### src/rtl/mul_rr_sched.sv
`default_nettype none
// ============================================================================
// Module   : mul_rr_sched
// Function : round-robin sharing of one iterative multiplier among N clients
// Revision : 1.0
// ============================================================================
module mul_rr_sched #(
    parameter int N       = 4,
    parameter int W       = 8,
    parameter int TIMEOUT = 15
) (
    input  logic             clk_i,
    input  logic             rst_ni,
    input  logic [N-1:0]     req_bi,
    input  logic [N*W-1:0]   a_bi,
    input  logic [N*W-1:0]   b_bi,
    output logic [N-1:0]     ack_bo,
    output logic [N-1:0]     done_bo,
    output logic [N-1:0]     err_bo,
    output logic [2*W-1:0]   y_bo,
    output logic             busy_o,
    output logic             mul_start_o,
    output logic [W-1:0]     mul_a_bo,
    output logic [W-1:0]     mul_b_bo,
    input  logic             mul_busy_i,
    input  logic [2*W-1:0]   mul_y_bi
);

    localparam int PTR_W = (N > 1) ? $clog2(N) : 1;
    localparam int CNT_W = $clog2(TIMEOUT + 1);

    typedef enum logic [2:0] {
        S_IDLE  = 3'd0,
        S_ISSUE = 3'd1,
        S_WAIT  = 3'd2,
        S_RUN   = 3'd3,
        S_DONE  = 3'd4
    } state_t;

    state_t           state_q, state_d;
    logic [PTR_W-1:0] ptr_q, ptr_d;
    logic [CNT_W-1:0] cnt_q, cnt_d;
    logic [N-1:0]     ack_q, ack_d;
    logic [N-1:0]     done_q, done_d;
    logic [N-1:0]     err_q, err_d;
    logic [2*W-1:0]   y_q, y_d;
    logic             busy_q, busy_d;
    logic             start_q, start_d;
    logic [W-1:0]     mul_a_q, mul_a_d;
    logic [W-1:0]     mul_b_q, mul_b_d;

    logic             found;
    logic [PTR_W-1:0] gnt;

    // Rotating search starting just after the last owner, so it sees lowest priority.
    always_comb begin
        int               idx;
        logic [PTR_W-1:0] cand;
        found = 1'b0;
        gnt   = ptr_q;
        for (int i = 1; i <= N; i++) begin
            idx = int'(ptr_q) + i;
            if (idx >= N) begin
                idx = idx - N;
            end
            cand = PTR_W'(idx);
            if (!found && req_bi[cand]) begin
                found = 1'b1;
                gnt   = cand;
            end
        end
    end

    always_comb begin
        state_d = state_q;
        ptr_d   = ptr_q;
        cnt_d   = cnt_q;
        ack_d   = '0;
        done_d  = '0;
        err_d   = '0;
        y_d     = y_q;
        start_d = 1'b0;
        mul_a_d = mul_a_q;
        mul_b_d = mul_b_q;

        case (state_q)
            S_IDLE: begin
                if (found) begin
                    ptr_d   = gnt;
                    mul_a_d = a_bi[int'(gnt)*W +: W];
                    mul_b_d = b_bi[int'(gnt)*W +: W];
                    ack_d   = N'(1) << gnt;
                    start_d = 1'b1;
                    cnt_d   = '0;
                    state_d = S_ISSUE;
                end
            end
            S_ISSUE: begin
                state_d = S_WAIT;
            end
            S_WAIT: begin
                // Abort lands done/err exactly TIMEOUT+2 cycles after the ack pulse.
                if (mul_busy_i) begin
                    state_d = S_RUN;
                end else if (cnt_q == CNT_W'(TIMEOUT)) begin
                    y_d     = '0;
                    done_d  = N'(1) << ptr_q;
                    err_d   = N'(1) << ptr_q;
                    state_d = S_DONE;
                end else begin
                    cnt_d = cnt_q + 1'b1;
                end
            end
            S_RUN: begin
                if (!mul_busy_i) begin
                    y_d     = mul_y_bi;
                    done_d  = N'(1) << ptr_q;
                    state_d = S_DONE;
                end
            end
            S_DONE: begin
                state_d = S_IDLE;
            end
            default: begin
                state_d = S_IDLE;
            end
        endcase

        busy_d = (state_d != S_IDLE);
    end

    always_ff @(posedge clk_i or negedge rst_ni) begin
        if (!rst_ni) begin
            state_q <= S_IDLE;
            ptr_q   <= PTR_W'(N - 1);
            cnt_q   <= '0;
            ack_q   <= '0;
            done_q  <= '0;
            err_q   <= '0;
            y_q     <= '0;
            busy_q  <= 1'b0;
            start_q <= 1'b0;
            mul_a_q <= '0;
            mul_b_q <= '0;
        end else begin
            state_q <= state_d;
            ptr_q   <= ptr_d;
            cnt_q   <= cnt_d;
            ack_q   <= ack_d;
            done_q  <= done_d;
            err_q   <= err_d;
            y_q     <= y_d;
            busy_q  <= busy_d;
            start_q <= start_d;
            mul_a_q <= mul_a_d;
            mul_b_q <= mul_b_d;
        end
    end

    assign ack_bo      = ack_q;
    assign done_bo     = done_q;
    assign err_bo      = err_q;
    assign y_bo        = y_q;
    assign busy_o      = busy_q;
    assign mul_start_o = start_q;
    assign mul_a_bo    = mul_a_q;
    assign mul_b_bo    = mul_b_q;

endmodule
`default_nettype wire

### config.mk
export PLATFORM = sky130hd
export DESIGN_NAME = mul_rr_sched
export DESIGN_NICKNAME = d
export VERILOG_FILES = /design/src/rtl/mul_rr_sched.sv
export SDC_FILE = /design/constraint.sdc
export NUM_CORES = 1
export LEC_CHECK = 0
export CAP_MARGIN = 20
export CORE_MARGIN = 4
export CORE_UTILIZATION = 35
export CTS_CLUSTER_SIZE = 8
export DETAILED_ROUTE_END_ITERATION = 16
export PLACE_DENSITY = 0.76
export SKIP_LAST_GASP = 1
export SYNTH_ARGS = -nofsm -noshare
export SYNTH_HDL_FRONTEND = slang
export SYNTH_SLANG_ARGS = --single-unit
### constraint.sdc
create_clock -name clk_i -period 7.74 [get_ports clk_i]
set_input_delay 0.774 -clock clk_i [delete_from_list [all_inputs] [get_ports clk_i]]
set_output_delay 0.774 -clock clk_i [all_outputs]
set_load 0.005 [all_outputs]
* Word-level counts from Yosys, hierarchy flattened *
Index checks and enable logic that the tools add are counted.

storage, ports and cells
  register bits after elaboration = 55
  output and inout bits = 46
  bits of input ports = 87
  logic and storage cells = 96

cells by class
  multiplexer cells = 42
  eq/ne operators = 9
  shifts and indexed selects = 4
  magnitude comparators = 8
  add/sub/neg operators = 9
  reduce and logical (&&, ||, !) cells = 13

operators by type and width
  cell                   number
  $shiftx A32 B6 Y8      2
  $mux W16               3
  $mux W4                9
  $pmux W16 S2           1
  $mux W2                8
  $pmux W4 S2            2
  $lt A2 B3 Y1 const B   4
  $mux W3                4
  $pmux W3 S4            1
  $mux W1                10
  $ne A2 B2 Y1 const B   5
  $ge A3 B3 Y1 const B   3
  $bmux W1 S2            4
  $reduce_and A4 Y1      2
  $shl A1 B2 Y4 const A  2
  $sub A2 B1 Y2 const B  4
  $add A2 B2 Y3 const B  2
  $eq A3 B2 Y1 const B   2
  $add A2 B3 Y4 const B  1
  $add A4 B1 Y4 const B  1
  $eq A4 B4 Y1 const B   1
  $ge A4 B3 Y1 const B   1
  $reduce_bool A2 Y1     2
  $add A2 B1 Y3 const B  1
  6 further kinds        10

* Logic depth before layout (Yosys ltp) *
Gate-level depths: netlist of run 1.

  word-level depth = 18
  gate-level depth with buffers = 10
  gate-level depth less buffers = 8

* Worst setup path before layout of run 1 *
No wires, ideal clock.

  path type = input port to flip-flop
  from = input port req_bi[3]
  to = register mul_b_q[2] (netlist: mul_b_bo[2])
  stages = 8
  arrival time = 2,404 ps
  data required time = 7,598 ps
  setup time = 142 ps
  path buffers = 2
  path slack = 5,193 ps
  cell sequence = buf_2 mux4_1 nor2b_2 nor2_4 xnor2_4 buf_6 mux2i_1 o221ai_1

on the way
  cells in the longest elaborated chain, start to end = 13
  elaborated cells between the ends (all ways) = 24
  classes of those cells = shift (1); mux (16); reduce/logical (7)

RTL lines
  element                                                        line  text
  start, declared                                                14    input logic [N-1:0] req_bi,
  $bmux W1 S2                                                    67    if (!found && req_bi[cand]) begin
  $mux W1 (not written as such)                                  67
  $mux W1                                                        67
  $logic_not A1 Y1                                               67
  $logic_and A1 B1 Y1                                            67
  $mux W1                                                        67
  $logic_not A1 Y1                                               67
  $logic_and A1 B1 Y1                                            67
  $mux W1                                                        67
  $logic_not A1 Y1                                               67
  $logic_and A1 B1 Y1                                            67
  $mux W2 / $mux W1 (equally long branches)                      67
  $shiftx A32 B6 Y8 / $reduce_and A2 Y1 (equally long branches)  --
  end signal, assigned                                           156   mul_b_q <= mul_b_d;
  end, declared                                                  50    logic [W-1:0] mul_b_q, mul_b_d;

Parallel ways exist; a longest one is shown, timed or not. The select of a mux whose other input is x is not followed.
A chain may end at the register's enable or synchronous reset.

* Worst setup path in the final report of run 1 *
  from = input port req_bi[3]
  to = register mul_a_q[0] (netlist: mul_a_bo[0])

on the way
  cells in the longest elaborated chain, start to end = 13
  elaborated cells between the ends (all ways) = 24
  classes of those cells = shift (1); mux (16); reduce/logical (7)

RTL lines
  element                                                        line  text
  $bmux W1 S2                                                    67
  $mux W1 (not written as such)                                  67
  $mux W1                                                        67
  $logic_not A1 Y1                                               67
  $logic_and A1 B1 Y1                                            67
  $mux W1                                                        67
  $logic_not A1 Y1                                               67
  $logic_and A1 B1 Y1                                            67
  $mux W1                                                        67
  $logic_not A1 Y1                                               67
  $logic_and A1 B1 Y1                                            67
  $mux W2 / $mux W1 (equally long branches)                      67
  $shiftx A32 B6 Y8 / $reduce_and A2 Y1 (equally long branches)  --
  end signal, assigned                                           155   mul_a_q <= mul_a_d;
  end, declared                                                  49    logic [W-1:0] mul_a_q, mul_a_d;

Parallel ways exist; a longest one is shown, timed or not. The select of a mux whose other input is x is not followed.

==> metrics.md, run 1 <==
| Metric | Value |
|---|---|
| Max Slew Vio Count | `0` |
| Sw Ratio | `37.09%` |
| Clock power frac | `10.7%` |
| Antenna diode count | `0` |
| IO Pins | `133` |
| Fin crit period | `roughly 3300 ps` |
| Final WL | `around 7 mm` |
| Setup crit end | `mul_a_bo[0]` |
| CTS Buffer Depth | `2` |
| Die H | `96.66 um` |
| RSZ-0062 raised after global routing | `no` |
| Number of core rows | `32` |
| Die area | `9343 um2` |
| Seq pwr share | `between 30% and 40%` |
| Synth area leaders | `dfrtp_1 (48%), mux2i_1 (12%), o221ai_1 (5.4%), a22o_1 (5.1%), nor2_1 (3.3%)` |
| Max Clock Freq | `302.5 MHz` |
| CP Capture Type | `flop` |
| Reg2reg end | `mul_a_bo[6]` |
| Worst-Skew Late Latency | `300 ps` |
| Syn Inst Count | `241` |
| GRT Util Overall | `between 10% and 20%` |
| Crit start category | `primary input` |
| Synth top area share | `48.20%` |
| Number of synthesized flops with an enable pin | `0` |
| Net Count, Synth | `333` |
| Distinct cell type count after synthesis | `42` |
| GRT Residual Overflow | `0` |
| Worst Hold Slack | `between 500 and 600 ps` |
| Status | `finished clean` |
| Most frequent cells in the layout | `clkdlybuf4s50_1 (131), dfrtp_1 (53), mux2i_1 (33)` |
| Max_cap viols | `0` |
| H-Tree Depth | `2` |
| Final hold vios | `0` |
| Mux cell area share after synthesis | `14.60%` |
| Die X | `96.66 um` |
| CTS Sinks | `55` |
| Final net count | `458` |
| Post-synthesis sequential area ratio | `50.11%` |
| Hold Buf Count CTS | `0` |
| Root buffer cell | `clkbuf_8` |
| Async S/R FF share, synth | `between 90% and 100%` |
| Vias after detailed routing | `2280` |
| Starting DRT DRC Count | `63` |
| Setup bufs post-CTS | `0` |
| Sw Pwr | `583.9 uW` |
| Combinational share of power | `between 50 and 60%` |
| Internal | `990.2 uW` |
| Ys flop type | `dfrtp_1` |
| Pwr/cell area | `375.0 nW/um2` |
| Post-Synth Adder-Cell Area | `2.274%` |
| DRC | `0` |
| FF+latch count, synth | `55` |
| WL/cell | `15.12 um` |
| Floorplan core area | `roughly 7700 um2` |
| Layout cells sized above 1 | `5.450%` |
| Leakage power | `1.835 nW` |
| Post-route clock period utilization | `between 40% and 50%` |
| CTS tree | `built` |
| Vias in the first global route | `2288` |
| Most common cell after layout, fill and taps aside | `clkdlybuf4s50_1` |
| Syn-to-layout area delta | `52.57%` |
| Largest net degree at the start of global routing | `56` |
| Crit. Startpoint | `req_bi[3]` |
| Reg2Reg Depth | `9` |
| Synth warn | `0` |
| FF-to-FF setup slack | `4670 ps` |
| HPWL after DPL | `between 5 and 6 mm` |
| Compound-gate portion of the synthesized area | `13.05%` |
| Vias/cell | `4.861` |
| Yosys top cell by area | `dfrtp_1` |
| Fillers | `698` |
| Rel. slew slack | `54.95%` |
| Worst Path Arrival | `3450 ps` |
| I/O Buffers | `132` |
| Syn Area/Cell | `between 10 and 15 um2` |
| Router iterations before antenna repair | `4` |
| Largest family of logic cells by synthesized area | `multiplexers` |
| Worst-path fanout max | `20` |
| Data required, critical path | `approximately 7900 ps` |
| Setup Skew | `9.619 ps` |
| Starting Density | `35.79%` |
| CP Class | `primary input to flop` |
| Synthesized area | `2751 um2` |
| Routed Antenna Nets | `0` |
| Total design power | `1.574 mW` |
| TritonCTS buffer count | `5` |
| CTS-repair resized insts | `0` |
| Slew @ Worst Pin | `between 600 and 700 ps` |
| First-pass GRT wire length | `between 10 and 15 mm` |
| Synth Area in XOR/XNOR | `1.955%` |
| Final setup viols | `0` |
| Peak supply drop | `approximately 220 uV` |
| Worst hold path type | `flop to flop` |
| Placer Congestion | `roughly 0.8` |
| Initial antenna violation count | `0` |
| Simple-gate share of the synthesized area | `12.73%` |
| Post-route setup TNS | `0 ps` |
| Clock Pin Slew Worst Setup and Hold Paths | `~90 ps` |
| FF-to-FF Start | `ptr_q[0]` |
-- metal layers --
layer | vias to the layer above | track usage (%) | routed length [um]
met4 | 0 | 3.564 | 62
met2 | 57 | 28.13 | 3928
met1 | 1099 | 16.47 | 2788
li1 | 1118 | - | -
met3 | 6 | 2.956 | 309
met5 | - | 0 | 0
-- Yosys cell counts (all sizes together), types with 3 or more instances --
cell type  count
a21oi          3
a22o          16
buf           10
clkbuf         6
dfrtp         53
ha             5
inv            8
mux2i         33
mux4           3
nand2         22
nand2b         6
nand3          3
nor2          25
o21ai          6
o221ai        17
-- per-stage QoR --
stage	cell area, um2	utilization, %	std cells	setup slack, ps
2_1_floorplan	2751	-	241	5193
3_3_place_gp	4098	53.30	461	4308
3_5_place_dp	4098	53.30	461	4107
4_1_cts	4198	54.61	469	4453
5_1_grt	4198	54.61	469	4207
6_report	4198	54.61	469	4434
-- worst min path at each step --
stage                startpoint     endpoint  slack [ps]  cells after the start
floorplan            state_q[2]       busy_o         470                      1
global placement    mul_a_bo[7]  mul_a_bo[7]         470                      2
detailed placement  mul_b_bo[1]  mul_b_bo[1]         470                      2
CTS                 mul_a_bo[7]  mul_a_bo[7]         500                      2
global route        mul_a_bo[7]  mul_a_bo[7]         530                      2
finish              mul_a_bo[3]  mul_a_bo[3]         500                      2
-- cell families (layout without fill, tap and decap cells) --
family | Yosys count | in the layout
and+or+nand+nor | 72 | 72
buffers and inverters | 24 | 150
xor gates and xnor gates | 4 | 4
AOI/OAI and AO/OA | 45 | 45
adders and majority gates | 5 | 5
muxes | 36 | 36
DFF | 55 | 55
-- registers in the layout, indices dropped and copies added, names as in the netlist --
signal,cells
y_bo,16
mul_a_bo,8
mul_b_bo,8
ack_bo,4
cnt_q,4
done_bo,4
err_bo,4
state_q,3
ptr_q,2
busy_o,1
mul_start_o,1
-- power groups by stage --
stage	registers [mW]	clock network (mW)	logic (mW)
floorplan	0.480	0	0.635
global route	0.508	0.186	0.993
global placement	0.491	0	0.911
detailed placement	0.494	0	0.931
CTS	0.492	0.175	0.929
finish	0.491	0.168	0.915
-- worst max-delay path: stages --
cell             delay, ps
clkdlybuf4s50_1        550
nor4_1                 570
or4_1                  630
inv_1                  210
nand2_1                510
o221ai_1               200
-- layout make-up --
class,count,area [um2],share of cell area (%)
Sequential cell,55,1379,32.85
Timing Repair Buffer,134,1331,31.71
Multi-Input combinational cell,162,1227,29.24
Tap cell,102,127.6,3.040
Clock buffer,8,100.1,2.384
Inverter,8,32.53,0.7750
(Power assumes the default switching activity.)
==> run 2, diff against run 1 <==
==> constraint.sdc (replaced) <==
create_clock -name clk_i -period 3.2 [get_ports clk_i]
set_input_delay 0.32 -clock clk_i [delete_from_list [all_inputs] [get_ports clk_i]]
set_output_delay 0.32 -clock clk_i [all_outputs]
set_load 0.005 [all_outputs]
==> run 2 against run 1 <==
Effect of this change:
- first-iteration DRC count up 29%
- cell area grew 1.1%
- worst hold slack worse by 490 ps
- clock power is 130% higher
- register-to-register slack got worse by 4300 ps
- clock skew shrank 2.9 ps
- critical endpoint is now mul_b_bo[4]
==> metrics.md, run 2 (synthesized netlist as in run 1, its figures left out) <==
| Metric | Value |
|---|---|
| Status | `finished clean` |
| Placer Congestion | `0.7823 (+0.55%)` |
| Max reg flops | `16 (unchanged)` |
| Setup Skew | `6.693 ps (-2.926 ps)` |
| Reg2reg end | `mul_b_bo[4]` |
| Fillers | `692 (-0.86%)` |
| FF-to-FF Start | `ptr_q[1]` |
| CP Capture Type | `flop` |
| Root buffer cell | `clkbuf_8` |
| GRT Util Overall | `15.60% (+0.92 points)` |
| Syn-to-layout area delta | `54.25%` |
| Max Slew Vio Count | `0 (unchanged)` |
| Worst Path Arrival | `3010 ps (-440 ps)` |
| Design area | `4244 um2 (+1.1%)` |
| Die H | `96.66 um (unchanged)` |
| Leakage power | `1.858 nW (+1.3%)` |
| Starting Density | `35.79% (unchanged)` |
| Slew @ Worst Pin | `774.5 ps (+98.83 ps)` |
| Data required, critical path | `3350 ps (-4540 ps)` |
| Final net count | `461 (+0.66%)` |
| Total design power | `3.859 mW (+150%)` |
| Worst hold path type | `primary input to async pin` |
| Final WS setup | `338.9 ps (-4095 ps)` |
| Largest net degree at the start of global routing | `49 (-13%)` |
| CTS Sinks | `55 (unchanged)` |
| Floorplan core area | `7687 um2 (unchanged)` |
| Pwr/cell area | `909.2 nW/um2 (+140%)` |
| Most frequent cells in the layout | `clkdlybuf4s50_1 (131), dfrtp_1 (53), mux2i_1 (33)` |
| Rel. slew slack | `48.36% (-6.6 points)` |
| First-pass GRT wire length | `11.99 mm (+6.6%)` |
| Hold Buf Count CTS | `0 (unchanged)` |
| Die area | `9343 um2 (unchanged)` |
| DRC | `0 (unchanged)` |
| Worst-path fanout max | `22 (+10%)` |
| Router iterations before antenna repair | `4 (unchanged)` |
| I/O Buffers | `132 (unchanged)` |
| Cells along the critical path | `inv_1, ha_1, mux4_1, nor2b_2, nor2_4, xnor2_4, buf_12, mux2i_1, o221ai_1` |
| Max incr delay on CP | `610 ps (-20 ps)` |
| Initial antenna violation count | `0 (unchanged)` |
| Post-route clock period utilization | `89.41%` |
| Crit-path slowest cell | `dfstp_2` |
| WL/cell | `15.62 um (+3.3%)` |
| Layout cells sized above 1 | `6.216% (+0.77 points)` |
| Final hold vios | `0 (unchanged)` |
| IO Pins | `133 (unchanged)` |
| Number of core rows | `32 (unchanged)` |
| Post-Place Cell Area | `4125 um2 (+0.67%)` |
| Clock Pin Slew Worst Setup and Hold Paths | `90 ps (about the same)` |
| TritonCTS buffer count | `5 (unchanged)` |
| Die X | `96.66 um (unchanged)` |
| Post-Place Worst Slack | `224.2 ps (-3883 ps)` |
| Crit. Startpoint | `ptr_q[1]` |
| Vias/cell | `4.943 (+1.7%)` |
| CP Class | `flop to flop` |
| Crit start category | `flop` |
| Vias in the first global route | `2426 (+6.0%)` |
| Most common cell after layout, fill and taps aside | `clkdlybuf4s50_1` |
| Vias after detailed routing | `2333 (+2.3%)` |
| Routed Antenna Nets | `0 (unchanged)` |
| Peak supply drop | `580.9 uV (+160%)` |
| FF-to-FF setup slack | `340 ps (-4330 ps)` |
| CTS Buffer Depth | `2 (unchanged)` |
| CTS tree | `built` |
| HPWL after DPL | `5.669 mm (+4.1%)` |
| Starting DRT DRC Count | `81 (+29%)` |
| Worst-Skew Late Latency | `300 ps (about the same)` |
| GRT Residual Overflow | `0 (unchanged)` |
| H-Tree Depth | `2 (unchanged)` |
| Fin crit period | `2861 ps` |
| Post-route setup TNS | `0 ps (unchanged)` |
| Setup crit end | `mul_b_bo[4]` |
| Final WL | `7.373 mm (+4.0%)` |
| Antenna diode count | `0 (unchanged)` |
| Max_cap viols | `0 (unchanged)` |
| Setup bufs post-CTS | `0 (unchanged)` |
| Reg2Reg Depth | `9 (unchanged)` |
| Max Clock Freq | `349.5 MHz` |
| CTS-repair resized insts | `0 (unchanged)` |
| Worst Hold Slack | `13.11 ps (-489.3 ps)` |
| RSZ-0062 raised after global routing | `no` |
| Final setup viols | `0 (unchanged)` |
[run 2: cell types whose count changed in the layout (fill, tap and decap cells not counted), sizes merged]
cell / delta
buf: +3
clkbuf: -1
clkinv: +1
[run 2: power by group]
part	internal, mW	switching [mW]
logic	1.28	1.04
registers	0.980	0.168
clock network	0.175	0.212
total	2.43	1.43
[run 2: how the worst min path moves through the flow]
stage | start | to | slack, ps | cells past startpoint
detailed placement | mul_a_bo[5] | mul_a_bo[5] | 480 | 2
global placement | mul_b_bo[0] | mul_b_bo[0] | 470 | 2
CTS | rst_ni | y_bo[8] | 220 | 1
global route | rst_ni | mul_b_bo[2] | 30 | 1
floorplan | rst_ni | ack_bo[0] | 20 | 0
finish | rst_ni | done_bo[0] | 10 | 1
[run 2: final cells by class]
| type | count | area [um2] | share of cell area [%] |
|---|---|---|---|
| clock buffers | 7 | 86.33 | 2.034 |
| flip-flops and latches | 55 | 1379 | 32.49 |
| well taps | 102 | 127.6 | 3.007 |
| repair buffers | 137 | 1386 | 32.67 |
| multi-input cells | 162 | 1227 | 28.92 |
| clock inverters | 1 | 5.005 | 0.1179 |
| inverters | 8 | 32.53 | 0.7665 |
[run 2: through the flow]
step,utilization [%],std cells
global placement,53.66,463
global route,55.21,472
finish,55.21,472
CTS,54.85,471
floorplan,-,241
detailed placement,53.66,463
[run 2: per-layer routing]
layer	global-route usage [%]	vias to the layer above	wire, um
met5	0	-	0
met4	4.968	0	132
met3	3.172	10	277
met2	28.93	53	4041
met1	17.82	1140	2922
li1	-	1130	-
[run 2: worst max-delay path, delay by kind of cell (launching register included)]
family	cells	cell delay, ps
mux	2	430
compound gates	1	140
xor+xnor	1	510
buf+inv	2	400
fa+ha+maj	1	370
flops	1	610
simple gates	2	240
==> run 3, diff against run 2 <==
--- a/config.mk
+++ b/config.mk
@@ -11,6 +11,7 @@
 export CTS_CLUSTER_SIZE = 8
 export DETAILED_ROUTE_END_ITERATION = 16
 export PLACE_DENSITY = 0.76
+export SETUP_SLACK_MARGIN = 0.05
 export SKIP_LAST_GASP = 1
 export SYNTH_ARGS = -nofsm -noshare
 export SYNTH_HDL_FRONTEND = slang
==> results of run 3 <==
The final DEF is identical to that of run 2; final timing and power are the same.
